$ cat src/rtl/uart_pkg.sv
// Shared definitions for the UART transmit arbiter: FSM encoding, the
// transfer-counter width and the round-robin search helper.
// Optional feature macro: UART_TX_ARB_LOCK_EN (frame lock, adds LOCK_* states).
package uart_pkg;

    // Width of the bytes-sent counter; it wraps silently at all-ones.
    localparam int TX_COUNT_WIDTH = 16;

    // The search helper works on a fixed maximum-sized vector so one function
    // serves every legal requester count (2..16).
    localparam int RR_MAX_REQ = 16;
    localparam int RR_MAX_IDX = 4;

    // Holding-register FSM. The lock states only exist when frame lock is built.
    typedef enum logic [1:0] {
        EMPTY      = 2'd0,
        FULL       = 2'd1
`ifdef UART_TX_ARB_LOCK_EN
        ,
        LOCK_EMPTY = 2'd2,
        LOCK_FULL  = 2'd3
`endif
    } arb_state_t;

    // Round-robin search: starting at last+1 and wrapping modulo num, return
    // {found, index} of the first set bit of mask. mask bits at or above num
    // are never examined. last must be below num, num must be 1..16.
    function automatic logic [RR_MAX_IDX:0] rr_next(
        input logic [RR_MAX_REQ-1:0] mask,
        input logic [RR_MAX_IDX-1:0] last,
        input logic [RR_MAX_IDX:0]   num
    );
        logic [RR_MAX_IDX:0] result;
        logic [RR_MAX_IDX:0] cand;
        result = '0;
        for (int s = 1; s <= RR_MAX_REQ; s++) begin
            cand = (RR_MAX_IDX+1)'(last) + (RR_MAX_IDX+1)'(s);
            if (cand >= num) begin
                cand = cand - num;
            end
            if ((s <= int'(num)) && !result[RR_MAX_IDX] && mask[cand[RR_MAX_IDX-1:0]]) begin
                result = {1'b1, cand[RR_MAX_IDX-1:0]};
            end
        end
        return result;
    endfunction

endpackage

$ cat src/rtl/uart_rr_arbiter.sv
// Combinational round-robin picker. The caller owns the last-grant pointer;
// this block only searches from last+1 and reports a one-hot grant and index.
module uart_rr_arbiter
    import uart_pkg::*;
#(
    parameter int REQ_NUM   = 4,
    parameter int IDX_WIDTH = $clog2(REQ_NUM)
) (
    input  logic [REQ_NUM-1:0]   i_req,
    input  logic [IDX_WIDTH-1:0] i_last,
    input  logic                 i_enable,
    output logic [REQ_NUM-1:0]   o_grant,
    output logic [IDX_WIDTH-1:0] o_idx
);

    localparam logic [RR_MAX_IDX:0] NUM_REQ = (RR_MAX_IDX+1)'(REQ_NUM);

    logic [RR_MAX_IDX:0] w_search;

    // Search result is {found, index}; the index is meaningful only when found.
    assign w_search = rr_next(RR_MAX_REQ'(i_req), RR_MAX_IDX'(i_last), NUM_REQ);
    assign o_idx    = IDX_WIDTH'(w_search[RR_MAX_IDX-1:0]);

    // A grant is only issued when the parent has room for a byte.
    assign o_grant  = (i_enable && w_search[RR_MAX_IDX])
                    ? (REQ_NUM'(1) << o_idx)
                    : '0;

endmodule

$ cat src/rtl/uart_tx_arbiter.sv
// Shares one UART transmitter between REQ_NUM byte-stream requesters.
// A one-entry holding register feeds the transmitter; a new byte may be
// accepted in the same cycle the transmitter samples the current one, so
// consecutive frames chain without an idle gap.
// Optional feature macro: UART_TX_ARB_LOCK_EN (grant stays with one requester
// until it sends a byte marked last).
module uart_tx_arbiter
    import uart_pkg::*;
#(
    parameter  int REQ_NUM    = 4,
    parameter  int DATA_WIDTH = 8,
    localparam int IDX_WIDTH  = $clog2(REQ_NUM)
) (
    input  logic                          clk_i,
    input  logic                          s_rst_n_i,
    input  logic [REQ_NUM-1:0]            req_valid_i,
    input  logic [REQ_NUM*DATA_WIDTH-1:0] req_data_i,
    input  logic [REQ_NUM-1:0]            req_last_i,
    output logic [REQ_NUM-1:0]            req_ready_o,
    output logic                          tx_enable_o,
    output logic [DATA_WIDTH-1:0]         tx_data_o,
    input  logic                          tx_load_i,
    output logic [IDX_WIDTH-1:0]          grant_idx_o,
    output logic [TX_COUNT_WIDTH-1:0]     tx_count_o
);

    arb_state_t                r_state;
    arb_state_t                w_stateNext;
    logic [DATA_WIDTH-1:0]     r_txData;
    logic [IDX_WIDTH-1:0]      r_grantIdx;
    logic [IDX_WIDTH-1:0]      r_lastGrant;
    logic [TX_COUNT_WIDTH-1:0] r_txCount;

    logic                      w_holdFull;
    logic                      w_slotFree;
    logic                      w_accept;
    logic                      w_txDone;
    logic                      w_winLast;
    logic [REQ_NUM-1:0]        w_eligible;
    logic [REQ_NUM-1:0]        w_grant;
    logic [IDX_WIDTH-1:0]      w_winIdx;
    logic [DATA_WIDTH-1:0]     w_winData;

`ifdef UART_TX_ARB_LOCK_EN
    logic                      w_locked;

    // Decode the state into holding-register occupancy and lock status.
    always_comb begin
        w_holdFull = (r_state == FULL) || (r_state == LOCK_FULL);
        w_locked   = (r_state == LOCK_EMPTY) || (r_state == LOCK_FULL);
    end

    // While locked only the owner may compete. The owner is always the
    // requester of the most recently accepted byte, i.e. r_grantIdx.
    always_comb begin
        w_eligible = '0;
        for (int i = 0; i < REQ_NUM; i++) begin
            w_eligible[i] = req_valid_i[i] && (!w_locked || (r_grantIdx == IDX_WIDTH'(i)));
        end
    end

    // Last-of-frame flag of whichever requester wins this cycle.
    assign w_winLast = |(req_last_i & w_grant);
`else
    logic                      w_unusedLast;

    // Without frame lock the holding register is simply full or empty.
    always_comb begin
        w_holdFull = (r_state == FULL);
    end

    // Every valid requester competes on every byte; frame markers are ignored.
    assign w_eligible   = req_valid_i;
    assign w_winLast    = 1'b1;
    assign w_unusedLast = ^req_last_i;
`endif

    // There is room for a byte when the register is empty or is being
    // emptied by the transmitter this very cycle. Ready is held low in reset.
    assign w_slotFree = !w_holdFull || tx_load_i;
    assign w_accept   = |w_grant;
    assign w_txDone   = tx_load_i && w_holdFull;

    uart_rr_arbiter #(
        .REQ_NUM   (REQ_NUM),
        .IDX_WIDTH (IDX_WIDTH)
    ) u_rrArbiter (
        .i_req    (w_eligible),
        .i_last   (r_lastGrant),
        .i_enable (w_slotFree && s_rst_n_i),
        .o_grant  (w_grant),
        .o_idx    (w_winIdx)
    );

    // Steer the winning requester's byte towards the holding register.
    always_comb begin
        w_winData = '0;
        for (int i = 0; i < REQ_NUM; i++) begin
            if (w_grant[i]) begin
                w_winData = req_data_i[i*DATA_WIDTH +: DATA_WIDTH];
            end
        end
    end

    // Next-state logic: an accept always leaves the register full (locked
    // unless the byte closes its frame); a load without accept empties it.
    always_comb begin
        arb_state_t w_acceptState;
        w_acceptState = w_winLast ? FULL : arb_state_t'(2'd0);
`ifdef UART_TX_ARB_LOCK_EN
        w_acceptState = w_winLast ? FULL : LOCK_FULL;
`else
        w_acceptState = FULL;
`endif
        w_stateNext = r_state;
        case (r_state)
            EMPTY: begin
                if (w_accept) begin
                    w_stateNext = w_acceptState;
                end
            end
            FULL: begin
                if (w_accept) begin
                    w_stateNext = w_acceptState;
                end else if (tx_load_i) begin
                    w_stateNext = EMPTY;
                end
            end
`ifdef UART_TX_ARB_LOCK_EN
            LOCK_EMPTY: begin
                if (w_accept) begin
                    w_stateNext = w_acceptState;
                end
            end
            LOCK_FULL: begin
                if (w_accept) begin
                    w_stateNext = w_acceptState;
                end else if (tx_load_i) begin
                    w_stateNext = LOCK_EMPTY;
                end
            end
`endif
            default: begin
                w_stateNext = EMPTY;
            end
        endcase
    end

    // FSM state register.
    always_ff @(posedge clk_i or negedge s_rst_n_i) begin
        if (!s_rst_n_i) begin
            r_state <= EMPTY;
        end else begin
            r_state <= w_stateNext;
        end
    end

    // Holding register and round-robin pointer update only on accept, so a
    // drained register still shows the last byte and its source.
    always_ff @(posedge clk_i or negedge s_rst_n_i) begin
        if (!s_rst_n_i) begin
            r_txData    <= '0;
            r_grantIdx  <= '0;
            r_lastGrant <= IDX_WIDTH'(REQ_NUM - 1);
        end else if (w_accept) begin
            r_txData    <= w_winData;
            r_grantIdx  <= w_winIdx;
            r_lastGrant <= w_winIdx;
        end
    end

    // Count bytes actually sampled by the transmitter; loads on an empty
    // register carry no data and are not counted.
    always_ff @(posedge clk_i or negedge s_rst_n_i) begin
        if (!s_rst_n_i) begin
            r_txCount <= '0;
        end else if (w_txDone) begin
            r_txCount <= r_txCount + 1'b1;
        end
    end

    assign req_ready_o = w_grant;
    assign tx_enable_o = w_holdFull;
    assign tx_data_o   = r_txData;
    assign grant_idx_o = r_grantIdx;
    assign tx_count_o  = r_txCount;

endmodule

$ cat config.mk
export PLATFORM = sky130hd
export DESIGN_NAME = uart_tx_arbiter
export DESIGN_NICKNAME = d
export VERILOG_FILES = /design/src/rtl/uart_pkg.sv /design/src/rtl/uart_rr_arbiter.sv /design/src/rtl/uart_tx_arbiter.sv
export SDC_FILE = /design/constraint.sdc
export NUM_CORES = 1
export LEC_CHECK = 0
export CELL_PAD_IN_SITES_DETAIL_PLACEMENT = 2
export CELL_PAD_IN_SITES_GLOBAL_PLACEMENT = 2
export CORE_MARGIN = 10
export CORE_UTILIZATION = 30
export CTS_BUF_LIST = sky130_fd_sc_hd__clkbuf_4
export CTS_CLUSTER_SIZE = 24
export DETAILED_ROUTE_END_ITERATION = 10
export HOLD_SLACK_MARGIN = 0.03
export PLACE_DENSITY = 0.93
export SYNTH_ARGS = -nofsm -noshare
export SYNTH_HDL_FRONTEND = slang
export SYNTH_SLANG_ARGS = --single-unit
$ cat constraint.sdc
create_clock -name clk_i -period 9.5 [get_ports clk_i]
set_clock_uncertainty 0.2 [all_clocks]
set_input_delay 1.425 -clock clk_i [delete_from_list [all_inputs] [get_ports clk_i]]
set_output_delay 1.425 -clock clk_i [all_outputs]
set_load 0.01 [all_outputs]
==> impl_metrics.py, run 1 <==
metrics = {
    "setup_path": {
        "crit_path_top_delay_cell": "dfstp_2",
        "crit_buf_inv": 2,
        "crit_type": "reg2out",
        "worst_ep_arrival_time_ns": 4.30,
        "required_ns": 7.88,
        "r2r_slack_ns": 5.22,
        "critical-path-max-stage-delay_ns": 1.03,
        "crit_fanout": 35,
        "cp_top_family": "compound AO/OA/AOI/OAI gates",
        "cp-start-kind": "flop",
        "end_kind": "output port",
        "crit_chain": "inv_1, ha_1, a21bo_2, o22ai_2, nand4b_4, o2111ai_2, nor2_1, clkdlybuf4s50_1",
    },
    "global_routing": {
        "grt_max_degree": 36,
        "antenna_found_initial": 0,
        "grt_use_total": 0.145,
        "grt-ovfl-total": 0,
        "grt_pass1_vias": 2385,
        "grt_pass1_wl_mm": 13.2,
    },
    "floorplan": {
        "core_area_um2": 7210,
        "num_rows": 31,
        "dieHeight_um": 106,
        "die_width_um": 106,
        "die-area_um2": 11200,
        "ios": 74,
        "start_util": 0.306,
    },
    "clock_network": {
        "clock-root-buffer": "clkbuf_4",
        "ctsLongestPathBuffers": 2,
        "clk_pin_slew_ns": 0.10,
        "cts-hold-fix-buffers": 0,
        "cts_resized": 0,
        "cts.sink_count": 29,
        "cts_tree": "yes",
        "cts-buffers-inserted": 5,
        "clkLatencyLatePin_ns": 0.34,
        "postCtsSetupRepairBufs": 0,
        "htreeDepth": 2,
    },
    "layout": {
        "fill_cells": 844,
        "num_antenna_cells": 0,
        "multi_input_area_um2": 1360,
        "drive_above_1_share": 0.142,
        "seq_area_um2": 728,
        "layout.nets": 336,
        "syn_to_final_growth_pct": 36.2,
        "final_util": 0.417,
    },
    "synthesis": {
        "synth_area_um2": 2210,
        "synth.distinct_cells": 56,
        "synthFlopType": "dfrtp_1",
        "synth_top_cell_by_area": "dfrtp_1",
        "synth_fp_nets": 271,
        "syn_inst": 222,
        "ys_async_sr_fraction": 1.00,
        "synth_edf_count": 0,
        "synth.top_cell.area_share": 0.306,
        "synthTopCellsByArea": "dfrtp_1, xnor2_1, a211oi_1",
        "ys_ff_latch": 29,
        "synth_seq_area_share": 0.330,
        "synth_area_per_cell_um2": 9.94,
        "yosysWarnings": 0,
    },
    "placement": {
        "place_congestion": 0.779,
        "place_ws_ns": 3.56,
        "dpl.hpwl_mm": 6.45,
        "port_buffers": 69,
    },
    "routing": {
        "drtPass1Iterations": 4,
        "drt-total-wl_mm": 8.18,
        "dr_total_vias": 2060,
        "drt_iter0_drc": 50,
        "ant_nets": 0,
        "routedWlPerCell_um": 21.1,
        "viasPerCell": 5.32,
        "drcViolationCount": 0,
    },
    "sta": {
        "rsz0062_at_grt": "false",
        "clock.fmax_ghz": 0.169,
        "setup_viol": 0,
        "fin_ws_ns": 3.58,
        "fin_crit_ns": 5.92,
        "whs_ns": 0.308,
        "slew_violations": 0,
        "relSlewSlack": 0.477,
        "worstMarginPinSlew_ns": 0.784,
        "tns_ns": 0,
        "hold_viol_final": 0,
        "period_share": 0.623,
    },
    "outcome": {
        "status": "complete, no violations",
    },
    "power_and_ir_drop": {
        "vdd_drop_max_uv": 114,
        "powerDensity_nw_per_um2": 344,
        "finalPower_w": 0.00103,
        "leakagePower_nw": 1.14,
    },
    "job": {
        "maxCapViolCount": 0,
    },
    "worst_hold_path": {
        "hp-class": "reg2reg",
    },
}
## sequential cells by signal (all words and copies together), names as in the netlist
register     flops
r_lastGrant      2
grant_idx_o      2
r_state          1
tx_data_o        8
tx_count_o      16
## placed cells by master (no fill, tap or decap), types with 3 or more instances in the layout
master,n
nand3_1,8
o21ai_0,3
and3_1,4
a211oi_1,13
clkdlybuf4s50_1,69
nor3b_1,6
inv_1,10
ha_1,6
a21oi_1,9
a31oi_1,3
xnor2_1,12
nor3_1,3
a211oi_2,5
dfrtp_1,27
nor2_1,14
nand4_1,8
nand2_1,21
a2111oi_2,5
clkbuf_4,5
xor2_1,3
o21a_1,7
## cell usage after synthesis (2+ instances only)
| cell | instances |
|---|---|
| and3_1 | 4 |
| and2_1 | 2 |
| ha_1 | 6 |
| nand4_1 | 8 |
| dfstp_2 | 2 |
| xor2_1 | 3 |
| nand3_1 | 8 |
| inv_1 | 10 |
| a211oi_2 | 5 |
| o21ai_0 | 3 |
| o221ai_1 | 2 |
| a31oi_1 | 3 |
| clkbuf_1 | 4 |
| nor3_1 | 3 |
| o32ai_1 | 2 |
| nor2_1 | 14 |
| buf_2 | 5 |
| nor3b_1 | 6 |
| a2111oi_2 | 5 |
| nand2b_1 | 2 |
| buf_6 | 4 |
| xnor2_1 | 12 |
| mux2i_2 | 2 |
| nand2_1 | 21 |
| mux2_2 | 2 |
| dfrtp_1 | 27 |
| o21a_1 | 7 |
| a32oi_1 | 2 |
| a211oi_1 | 13 |
| a21oi_1 | 9 |
## report_power, final
| part | switching (W) | internal [W] | leakage, nW |
|---|---|---|---|
| clock network | 0.0000490 | 0.0000278 | 0.0310 |
| logic | 0.000418 | 0.000306 | 0.741 |
| registers | 0.0000632 | 0.000169 | 0.366 |
## area by class of cell
| type | count | share of cell area |
|---|---|---|
| multi-input combinational | 170 | 0.451 |
| tap | 99 | 0.0412 |
| clock inverter | 3 | 0.00583 |
| timing repair buffer | 71 | 0.235 |
| inverter | 10 | 0.0125 |
| sequential | 29 | 0.242 |
| clock buffer | 5 | 0.0125 |
## cell families after synthesis
kind of cell | after synthesis | synth area share
and+or+nand+nor | 76 | 0.184
AOI/OAI and AO/OA | 66 | 0.294
DFF | 29 | 0.330
buffers and inverters | 23 | 0.0556
xor gates and xnor gates | 15 | 0.0596
muxes | 7 | 0.0425
adders and majority gates | 6 | 0.0340
## metrics by stage
step | instance area [um2] | std cells
2_1_floorplan | 2210 | 222
3_3_place_gp | 2950 | 379
3_5_place_dp | 2950 | 379
4_1_cts | 3010 | 387
5_1_grt | 3010 | 387
6_report | 3010 | 387
## routing by layer
layer | GRT usage | wire length, um | share of wire
met1 | 0.157 | 3270 | 0.40
met2 | 0.257 | 4240 | 0.52
met3 | 0.0603 | 613 | 0.075
met4 | 0.0309 | 64 | 0.0078
met5 | 0 | 0 | 0
## path summary, 6_finish.rpt
check	startpoint	end	depth (start not counted)
min	tx_count_o[15]	tx_count_o[15]	1
min reg2reg	tx_count_o[15]	tx_count_o[15]	1
max in group asynchronous	s_rst_n_i	r_lastGrant[1]	2
min in group asynchronous	s_rst_n_i	tx_data_o[5]	2
max	r_lastGrant[0]	req_ready_o[3]	8
max reg2reg	r_lastGrant[0]	tx_data_o[2]	8
No activity file was read; power rests on OpenSTA's default activity.
==> inputs of run 2 (changes only) <==
CORE_UTILIZATION = 28   (was 30)
PLACE_DENSITY = 0.88   (was 0.93)
clock period = 5.8 ns   (was 9.5 ns; I/O delays follow)
==> run 2 against run 1 <==
Total power is 70% higher. Die area is 5.8% higher. Global-route usage fell by 0.51 points. Register-to-register slack worse by 3.4 ns. Critical path depth unchanged. Final cell count rose by 1.6%. Hold slack got worse by 0.028 ns. Largest cell class unchanged. Largest power group unchanged.
==> impl_metrics.py, run 2 (synthesis gave the netlist of run 1 again) <==
metrics = {
    "layout": {
        "layout.nets": 339,
        "final_cell_mix": "clkdlybuf4s50_1, dfrtp_1, nand2_1, nor2_1, a211oi_1",
        "final_cells": 393,
        "syn_to_final_growth_pct": 38.5,
        "drive_above_1_share": 0.148,
        "num_antenna_cells": 0,
        "final_common_cell": "clkdlybuf4s50_1",
        "largest_register_ffs": 16,
    },
    "global_routing": {
        "grt_max_degree": 36,
        "grt_pass1_wl_mm": 13.0,
        "grt.busiest_layer": "met2",
        "met1_usage": 0.156,
        "grt_pass1_vias": 2336,
        "met3_usage": 0.0655,
        "use_met2": 0.241,
        "grt-ovfl-total": 0,
        "antenna_found_initial": 0,
        "grt_use_total": 0.139,
    },
    "sta": {
        "hold_viol_final": 0,
        "clock.fmax_ghz": 0.190,
        "tns_ns": 0,
        "fin_crit_ns": 5.25,
        "worstMarginPinSlew_ns": 0.738,
        "period_share": 0.905,
        "slew_violations": 0,
        "fin_ws_ns": 0.550,
        "setup_viol": 0,
        "relSlewSlack": 0.508,
        "rsz0062_at_grt": "false",
    },
    "job": {
        "maxCapViolCount": 0,
    },
    "setup_path": {
        "r2r_start": "r_lastGrant[0]",
        "r2r-end": "tx_data_o[2]",
        "r2r_cells": 9,
        "crit_fanout": 35,
        "r2r_slack_ns": 1.79,
        "crit_type": "reg2out",
        "end_kind": "output port",
        "cp-start-kind": "flop",
        "required_ns": 4.73,
        "worst_ep_arrival_time_ns": 4.18,
    },
    "clock_network": {
        "cts.sink_count": 29,
        "clk_pin_slew_ns": 0.10,
        "clkLatencyLatePin_ns": 0.33,
        "cts-hold-fix-buffers": 0,
        "cts_resized": 0,
        "cts-buffers-inserted": 5,
        "clock-root-buffer": "clkbuf_4",
        "cts_tree": "yes",
        "ctsLongestPathBuffers": 2,
        "htreeDepth": 2,
        "postCtsSetupRepairBufs": 0,
    },
    "placement": {
        "place_congestion": 0.786,
        "place_inst": 385,
        "dpl.hpwl_mm": 6.35,
        "place_ws_ns": 0.866,
        "port_buffers": 69,
    },
    "floorplan": {
        "dieHeight_um": 109,
        "ios": 74,
        "core_area_um2": 7690,
        "num_rows": 32,
        "start_util": 0.287,
        "die_width_um": 109,
        "die-area_um2": 11800,
    },
    "routing": {
        "viasPerCell": 5.31,
        "ant_nets": 0,
        "routedWlPerCell_um": 20.8,
        "dr_total_vias": 2086,
        "drt_iter0_drc": 66,
        "drcViolationCount": 0,
        "drt-total-wl_mm": 8.18,
        "drtPass1Iterations": 3,
    },
    "worst_hold_path": {
        "min_to": "tx_count_o[15]",
        "hp-class": "reg2reg",
        "hp-start": "tx_count_o[15]",
        "min_path_cells": 1,
    },
    "power_and_ir_drop": {
        "vdd_drop_max_uv": 271,
        "powerDensity_nw_per_um2": 575,
        "leakagePower_nw": 1.17,
        "finalPower_w": 0.00176,
    },
    "outcome": {
        "status": "complete, no violations",
    },
}
[run 2: routing by layer]
metal / vias to the layer above / wire length (um)
li1: 966 / -
met1: 1064 / 3310
met2: 51 / 4090
met3: 5 / 738
met4: 0 / 40
met5: - / 0
[run 2: area by class of cell]
| class | instances | area [um2] |
|---|---|---|
| clock buffers | 6 | 45.0 |
| clock inverters | 2 | 33.8 |
| fillers | 858 | 4630 |
| inverters | 10 | 37.5 |
| multi-input cells | 170 | 1360 |
| flip-flops and latches | 29 | 728 |
| well taps | 102 | 128 |
| repair buffers | 74 | 728 |
[run 2: where the power goes]
group | switching, W | internal, W | leakage, nW
sequential | 0.000106 | 0.000277 | 0.366
clock | 0.0000751 | 0.0000944 | 0.0433
combinational | 0.000686 | 0.000519 | 0.755
[run 2: how the worst max path moves through the flow]
stage                     depth (start not counted)           start  slack, ns        endpoint
after detailed placement                          8  r_lastGrant[0]       0.87  req_ready_o[0]
final                                             8  r_lastGrant[0]       0.55  req_ready_o[0]
after CTS                                         8  r_lastGrant[0]       0.49  req_ready_o[0]
after floorplan                                  10  r_lastGrant[0]       2.19  req_ready_o[1]
after global routing                              8  r_lastGrant[0]       0.26  req_ready_o[0]
after global placement                            8  r_lastGrant[0]       0.98  req_ready_o[0]
[run 2: per-stage QoR]
step,util,instance area (um2),hold WS [ns]
finish,0.397,3060,0.280
global route,0.397,3060,0.315
CTS,0.397,3060,0.285
detailed placement,0.387,2980,0.267
global placement,0.387,2980,0.263
floorplan,-,2210,0.307
[run 2: critical path, cell delays in order (launching register included)]
cell and delay [ns]:
dfstp_2 1.03, inv_1 0.23, ha_1 0.43, a21bo_2 0.28, o22ai_2 0.20, a211oi_4 0.64, o32ai_4 0.30, and2_1 0.25
clkdlybuf4s50_1 0.48
